`config.mk`:
```
export PLATFORM = sky130hd
export DESIGN_NAME = uart_rx_param
export DESIGN_NICKNAME = d
export VERILOG_FILES = /design/src/rtl/uart_rx_param.sv
export SDC_FILE = /design/constraint.sdc
export NUM_CORES = 1
export LEC_CHECK = 0
export BUFFER_PORTS_ARGS = -buffer_cell sky130_fd_sc_hd__clkbuf_2
export CORE_ASPECT_RATIO = 0.6
export CORE_MARGIN = 5
export CORE_UTILIZATION = 35
export CTS_CLUSTER_DIAMETER = 80
export CTS_CLUSTER_SIZE = 8
export DETAILED_ROUTE_END_ITERATION = 8
export HOLD_SLACK_MARGIN = 0.06
export RECOVER_POWER = 25
export SLEW_MARGIN = 10
export SYNTH_ARGS = -nofsm -noshare
export SYNTH_HDL_FRONTEND = slang
export SYNTH_SLANG_ARGS = --single-unit
```
`constraint.sdc`:
```
create_clock -name clk -period 2.39 [get_ports clk]
set_input_delay 0.239 -clock clk [delete_from_list [all_inputs] [get_ports clk]]
set_output_delay 0.239 -clock clk [all_outputs]
set_load 0.03 [all_outputs]
```
`src/rtl/uart_rx_param.sv`:
```
// Parameterised UART receiver with a 2-flop input synchronizer, optional
// parity, 1 or 2 stop bits and a single-entry valid/ready output holding register.
//
// state   | meaning
// IDLE    | line idle, waiting for rx_s to fall
// START   | half a bit in; confirm the start bit is still low
// DATA    | sampling DATA_BITS data bits mid-bit, LSB first
// PAR     | sampling the parity bit
// STOP    | sampling STOP_BITS stop bits; the last one completes the frame
// WAIT_HI | frame ended on a low stop bit; hold off until the line is high
module uart_rx_param #(
  parameter int HALF_PERIOD = 5,
  parameter int DATA_BITS   = 8,
  parameter int PARITY      = 0,
  parameter int STOP_BITS   = 1
) (
  input  logic                 clk,
  input  logic                 rst,
  input  logic                 rx,
  output logic [DATA_BITS-1:0] data,
  output logic                 valid,
  input  logic                 ready,
  output logic                 parity_err,
  output logic                 frame_err,
  output logic                 overrun
);

  localparam int CW = $clog2(2*HALF_PERIOD) + 1;
  // Bit counter needs at least 4 bits so a 9-bit word fits at small HALF_PERIOD.
  localparam int BW = (CW > 4) ? CW : 4;
  localparam logic [CW-1:0] HALF_LOAD = CW'(HALF_PERIOD - 1);
  localparam logic [CW-1:0] FULL_LOAD = CW'(2*HALF_PERIOD - 1);
  localparam logic [BW-1:0] LAST_DATA = BW'(DATA_BITS - 1);
  localparam logic [BW-1:0] LAST_STOP = BW'(STOP_BITS - 1);

  typedef enum logic [2:0] {
    IDLE    = 3'd0,
    START   = 3'd1,
    DATA    = 3'd2,
    PAR     = 3'd3,
    STOP    = 3'd4,
    WAIT_HI = 3'd5
  } state_t;

  state_t               state, state_nxt;
  logic                 rx_m, rx_s;
  logic [CW-1:0]        cnt;
  logic [BW-1:0]        bit_cnt;
  logic [DATA_BITS-1:0] shreg;
  logic                 par_acc, perr_acc, ferr_acc;
  logic                 sample, last_data, last_stop, complete;

  // Two-flop synchronizer; resets to the idle (high) line level.
  always_ff @(posedge clk or posedge rst) begin
    if (rst) begin
      rx_m <= 1'b1;
      rx_s <= 1'b1;
    end else begin
      rx_m <= rx;
      rx_s <= rx_m;
    end
  end

  // Sample strobes derived from the down-counter terminal count.
  always_comb begin
    sample    = (cnt == '0) && ((state == START) || (state == DATA) ||
                                (state == PAR)   || (state == STOP));
    last_data = (bit_cnt == LAST_DATA);
    last_stop = (bit_cnt == LAST_STOP);
    complete  = sample && (state == STOP) && last_stop;
  end

  // State register.
  always_ff @(posedge clk or posedge rst) begin
    if (rst) state <= IDLE;
    else     state <= state_nxt;
  end

  // Next-state logic.
  always_comb begin
    state_nxt = state;
    case (state)
      IDLE:    if (!rx_s) state_nxt = START;
      START:   if (sample) state_nxt = rx_s ? IDLE : DATA;
      DATA:    if (sample && last_data) state_nxt = (PARITY != 0) ? PAR : STOP;
      PAR:     if (sample) state_nxt = STOP;
      STOP:    if (complete) state_nxt = rx_s ? IDLE : WAIT_HI;
      WAIT_HI: if (rx_s) state_nxt = IDLE;
      default: state_nxt = IDLE;
    endcase
  end

  // Bit timing, shift register and per-frame error accumulation.
  always_ff @(posedge clk or posedge rst) begin
    if (rst) begin
      cnt      <= '0;
      bit_cnt  <= '0;
      shreg    <= '0;
      par_acc  <= 1'b0;
      perr_acc <= 1'b0;
      ferr_acc <= 1'b0;
    end else if ((state == IDLE) && !rx_s) begin
      cnt      <= HALF_LOAD;
      bit_cnt  <= '0;
      par_acc  <= 1'b0;
      perr_acc <= 1'b0;
      ferr_acc <= 1'b0;
    end else if (sample) begin
      cnt <= FULL_LOAD;
      case (state)
        DATA: begin
          shreg   <= {rx_s, shreg[DATA_BITS-1:1]};
          par_acc <= par_acc ^ rx_s;
          bit_cnt <= last_data ? '0 : bit_cnt + 1'b1;
        end
        PAR:     perr_acc <= (PARITY == 1) ? ~(par_acc ^ rx_s) : (par_acc ^ rx_s);
        STOP: begin
          ferr_acc <= ferr_acc | ~rx_s;
          bit_cnt  <= bit_cnt + 1'b1;
        end
        default: ;
      endcase
    end else if (cnt != '0) begin
      cnt <= cnt - 1'b1;
    end
  end

  // Output holding register: load on completion unless a held word is unconsumed.
  always_ff @(posedge clk or posedge rst) begin
    if (rst) begin
      data       <= '0;
      valid      <= 1'b0;
      parity_err <= 1'b0;
      frame_err  <= 1'b0;
      overrun    <= 1'b0;
    end else begin
      overrun <= 1'b0;
      if (complete) begin
        if (!valid || ready) begin
          data       <= shreg;
          parity_err <= perr_acc;
          frame_err  <= ferr_acc | ~rx_s;
          valid      <= 1'b1;
        end else begin
          overrun <= 1'b1;
        end
      end else if (valid && ready) begin
        valid <= 1'b0;
      end
    end
  end

endmodule

```
After elaboration in Yosys (flattened, before gate mapping). Index checks and enable logic that the tools add are counted.

Flip-flop bits (word level): 38. Bits in latches: 0. RAM bits: 0. Bits in read-only memories: 0. Bits of input ports: 4. Output and inout bits: 12. Word-level logic and storage cells: 94. Memories kept: 0.

Add/subtract/negate cells: 2. Multiply operators: 0. Div/mod/pow operators: 0. Magnitude comparators: 0. Eq/ne operators: 13. Shifts and indexed selects: 0. Mux-type cells: 30. Bitwise gates (word level): 4. Reduce and logical (&&, ||, !) cells: 31.

Operator list (count): $mux 5 (6); $mux 3 (7); $pmux 3 s6 (1); $mux 1 (14); $reduce_and 2->1 (6); $logic_not 5->1 (2); $ne 2x2->1 const B (5); $pmux 5 s2 (1); $reduce_bool 2->1 (5); $eq 3x2->1 const B (2); $eq 3x3->1 const B (2); $logic_and 1x1->1 (6); $reduce_and 6->1 (1); $reduce_bool 3->1 (2); $add 5x1->5 const B (1); $eq 5x3->1 const B (1); $reduce_bool 5->1 (1); $sub 5x1->5 const B (1); $logic_or 1x1->1 (4); $ne 2x1->1 const B (2); $eq 3x1->1 const B (1); $logic_not 3->1 (1); $reduce_and 3->1 (1); $logic_not 1->1 (2); other kinds (4) (5).

Logic depth before layout (Yosys ltp).
Depth in word-level cells: 9. Gate-level depth with buffers: 7.

Worst setup path before layout. No wires, ideal clock.

Path kind: register -> register. Start point: reg cnt[0]. End point: reg data[0]. Data arrival time: 1622 ps. Data required time: 2265 ps. Path slack: 643 ps. Stages on the path, launching flop included: 7. Path buffers: 1. Clock period less this slack: 1747 ps. Cell sequence: dfrtp_1 -> inv_1 -> ha_1 -> nor4b_4 -> nand4_1 -> buf_4 -> mux2_4.

Longest elaborated chain between the ends: 5.

Ends and longest elaborated chain: from (decl) (line 47) `logic [CW-1:0] cnt;`; from (signal assigned) (line 124) `cnt <= cnt - 1'b1;`; $logic_not 5->1 (line 66) `sample = (cnt == '0) && ((state == START) || (state == DATA) ||`; $logic_and 1x1->1 (line 66); $logic_and 1x1->1 (2 in series) (line 70) `complete = sample && (state == STOP) && last_stop;`; $reduce_and 2->1 (no line); to (signal assigned) (line 140) `data <= shreg;`; to (decl) (line 20) `output logic [DATA_BITS-1:0] data,`.

No other way between the ends. A chain may end at the register's enable or synchronous reset.

Worst setup path after layout.
Start point: reg bit_cnt[0]. End point: reg data[5].

Longest elaborated chain between the ends: 3.

Ends and longest elaborated chain: from (decl) (line 48) `logic [BW-1:0] bit_cnt;`; from (signal assigned) (line 114) `bit_cnt <= last_data ? '0 : bit_cnt + 1'b1;`; from (signal assigned) (line 119) `bit_cnt <= bit_cnt + 1'b1;`; $logic_not 5->1 (line 69) `last_stop = (bit_cnt == LAST_STOP);`; $logic_and 1x1->1 (line 70); $reduce_and 2->1 (no line).

No other way between the ends.

==> results <==
- The combined area of all synthesized cells is ~0.0018 mm².
- The count of pins on the block boundary is 16.
- For the pin with the worst max-slew slack, the measured transition is 913 ps.
- Counting the buffers created by CTS gives 5.
- The most frequent cell after synthesis is sky130_fd_sc_hd__dfrtp_1.
- Clock-pin slew was measured on the worst setup and hold paths at approximately 70 ps.
- The final critical-path required period is 2020 ps.
- For the worst-skew pair, the clock arrives at the later sink with an insertion delay of 290 ps.
- The iteration-0 DRC count of the detailed router is 46.
- The final core utilization is 41.4%.
- The dominant synthesized flop cell is sky130_fd_sc_hd__dfrtp_1.
- The final critical-path share of the clock period is 84.7%.
- Data on the critical path arrives at its endpoint at around 2200 ps.
- The final antenna-violating net count is 0.
- The detail-routed via count per cell is 4.92.
- The detailed router put a total of between 2 and 2.5 mm of wire on met1.
- The slowest stage of the critical path is the sky130_fd_sc_hd__nor4b_1 cell.
- Ranked by instance count, the synthesized netlist is headed by 36 x sky130_fd_sc_hd__dfrtp_1, 12 x sky130_fd_sc_hd__nor2_1, 10 x sky130_fd_sc_hd__nand2_1.
- The maximum VDD drop is about 0.41 mV.
- The power density over the cells is around 960 mW/mm².
- Setup repair after global routing left no endpoint under its margin.
- On the critical path the largest part of the delay comes from simple AND/OR/NAND/NOR gates.
- The count of non-filler cells in the finished layout is approximately 250.
- After synthesis, the share of flip-flops with an asynchronous set or reset is 100%.
- The cell count after placement is 238.
- The clock passes through at most 2 buffers.
- The initialized floorplan defines 20 standard-cell rows.
- The setup TNS is 0 ps.
- The count of final setup violators is 0.
- The signal on the critical path passes through inv_1 -> ha_1 -> nor4b_1 -> nand4_1 -> buf_4 -> mux2_4.
- In this run the most critical hold path is launched from ready.
- The final-report hold violation count is 0.
- The routed design uses 163 µm of met3 wire.
- The number of antenna violations at the first check in global routing is 0.
- The number of remaining DRC errors is 0.
- The via count of the first global-routing pass is about 1,200.
- The cell count after synthesis came out at between 150 and 200.
- The final number of max-transition violations is 0.
- In this run the critical register-to-register path is launched from bit_cnt[0].
- The total congestion overflow is 0.
- The worst setup path is launched from a register.
- CTS saw 38 sinks.
- The reg-to-reg critical path endpoint is data[5].
- The synthesized area per cell is 11.4 µm².
- TritonCTS built the clock tree.
- The run finished with clean final reports.
- The H-tree was split into 2 levels.
- The maximum number of pins on one net before global-route repair is 39.
- When the netlist entered floorplanning its net count stood at 168.
- The count of nets after finishing is 189.
- The final routed wirelength across all metal layers is between 3 and 4 mm.
- The first global-routing pass estimated 6.28 mm of wire.
- The floorplan step set the die width to 103 µm.
- The total buffers and inverters traversed by the critical path is 2.
- The count of state elements after synthesis is 38.
- The number of search-and-repair iterations in the first detailed-routing pass is 6.
- Signal routing reaches up to met4.
- The buffer type at the clock tree root is sky130_fd_sc_hd__clkbuf_8.
- During synthesis, Yosys emitted a total of 0 warnings.
- Routability-driven placement finished with a final weighted congestion of 0.748.
- The cts-stage hold buffer count is 2.
- The setup path with the least slack is of type register to register.
- The slack of the worst reg-to-reg path is ~370 ps.
- The peak per-stage delay on the critical path is between 500 and 600 ps.
- The detailed-route via count is between 1,000 and 1,500.
- The tightest min-delay check is of the primary input to register type.
- The worst register-to-register path has a depth of 6.
- The number of buffers inserted by port buffering is 15.
- The y dimension of the die is 65.8 µm.
- The peak fanout along the critical path is 11.
- Tracing the worst setup path back leads to its startpoint at bit_cnt[0].
- The nature of the critical path endpoint is a register.
- The max-slew headroom at the worst pin is 39.1%.
- Gates resized during post-CTS repair numbered 0.
- For the worst setup path, the data required time is 2570 ps.
- The total track usage is approximately an eighth.
- Across the run, the number of max-cap violations was 0.
- In this run, synthesis inferred 0 flip-flops with an integrated enable.
- The share of post-route cells with drive strength above 1 is 25.8%.
- The critical path ends at data[5].
- The detail-routed net length per standard cell is 13.9 µm.
- The wire-length estimate of the detail-placed layout is 2.45 mm.
- The starting density of the core is 36.0%.
- The netlist uses 43 different library cells.
- The routed design uses 1.22 mm of met2 wire.
- Sorting the synthesized cells by area gives the leading types as sky130_fd_sc_hd__dfrtp_1 50%, sky130_fd_sc_hd__mux2_4 6.6%, sky130_fd_sc_hd__mux2_2 5.6%.
- Summed over all instances, the cell type with the most area after synthesis is sky130_fd_sc_hd__dfrtp_1.
- The leakage power figure is between 1 and 1.5 nW.
- The top cell type by area accounts for around half of the synthesized area.
- The core outline area is 0.00505 mm².
- The worst clock skew is ~4.6 ps.
- Derived from the worst setup path, the maximum achievable clock frequency is 494 MHz.
- The floorplan step defined a die boundary enclosing approximately 0.0068 mm².
- The number of antenna diodes in the final layout is 0.
- The synthesis-to-finish area growth is 15.0%.
- Post-CTS timing repair inserted 0 buffers for setup.
- The sequential area share after synthesis is between 50% and 60%.
- The critical path crosses 6 cells after its start point.
[power breakdown]
group / switching (mW) / internal (mW) / total [mW]
clock network: 0.224 / 0.312 / 0.536
logic: 0.305 / 0.245 / 0.549
registers: 0.164 / 0.764 / 0.928
[worst min-delay path by stage]
stage	to	slack, ps	cells after the start
after floorplan	rx_m	240	0
after global placement	rx_m	330	1
after detailed placement	rx_m	330	1
after CTS	valid	290	3
after global routing	valid	290	3
final	valid	290	3
[area by class of cell]
| cell class | count | area, µm² |
|---|---|---|
| fillers | 481 | 2960 |
| flip-flops and latches | 38 | 953 |
| multi-input cells | 107 | 800 |
| repair buffers | 20 | 115 |
| well taps | 66 | 82.6 |
| clock buffers | 7 | 76.3 |
| inverters | 9 | 33.8 |
| clock inverters | 1 | 30.0 |
[metrics by stage]
step                      setup WS, ps  power [mW]  hold WS [ps]  instance area (µm²)
final                              366        2.01           286                 2090
after global routing               200        2.18           290                 2090
after CTS                          329        2.02           288                 2090
after detailed placement           362        1.48           328                 1970
after global placement             428        1.47           330                 1970
after floorplan                    643        1.35           243                 1820
[logic make-up (layout without fill, tap and decap cells)]
family / after synthesis / count (layout) / share of synthesized area (%)
AND/OR/NAND/NOR: 53 / 53 / 16.4
flip-flops: 38 / 38 / 52.4
AO/OA/AOI/OAI: 29 / 29 / 10.6
multiplexers: 19 / 19 / 13.3
buffers and inverters: 15 / 37 / 3.58
adder cells (fa/ha/maj): 4 / 4 / 2.75
XOR/XNOR: 2 / 2 / 0.964
[registers in the layout (all words and copies together) (netlist names)]
register and count:
shreg 8, valid 1, parity_err 1, rx_s 1, data 8, ferr_acc 1
state 3, overrun 1, rx_m 1, frame_err 1, bit_cnt 5, par_acc 1
perr_acc 1, cnt 5
[routing by layer]
metal  up-vias  GRT usage, %
li1        613             -
met1       584          19.9
met2        18          14.2
met3         4          4.11
met4         0          2.42
met5         -             0
[tightest hold or removal path: stages]
cell                       delay (ps)
sky130_fd_sc_hd__clkbuf_2          70
sky130_fd_sc_hd__nand2b_1         170
sky130_fd_sc_hd__nand2_1           70
[layout by cell type (no fill, tap or decap), types with 5 or more instances in the layout]
cell                       instances
sky130_fd_sc_hd__nor2_1           12
sky130_fd_sc_hd__a21oi_1           7
sky130_fd_sc_hd__nand3_1           7
sky130_fd_sc_hd__clkbuf_8          5
sky130_fd_sc_hd__mux2_2            9
sky130_fd_sc_hd__clkbuf_2         16
sky130_fd_sc_hd__nor3_1            6
sky130_fd_sc_hd__mux2_4            8
sky130_fd_sc_hd__o21ai_0           8
sky130_fd_sc_hd__inv_1             9
sky130_fd_sc_hd__nand2_1          10
sky130_fd_sc_hd__dfrtp_1          36
Note: power is estimated with default switching activity, not from simulation.
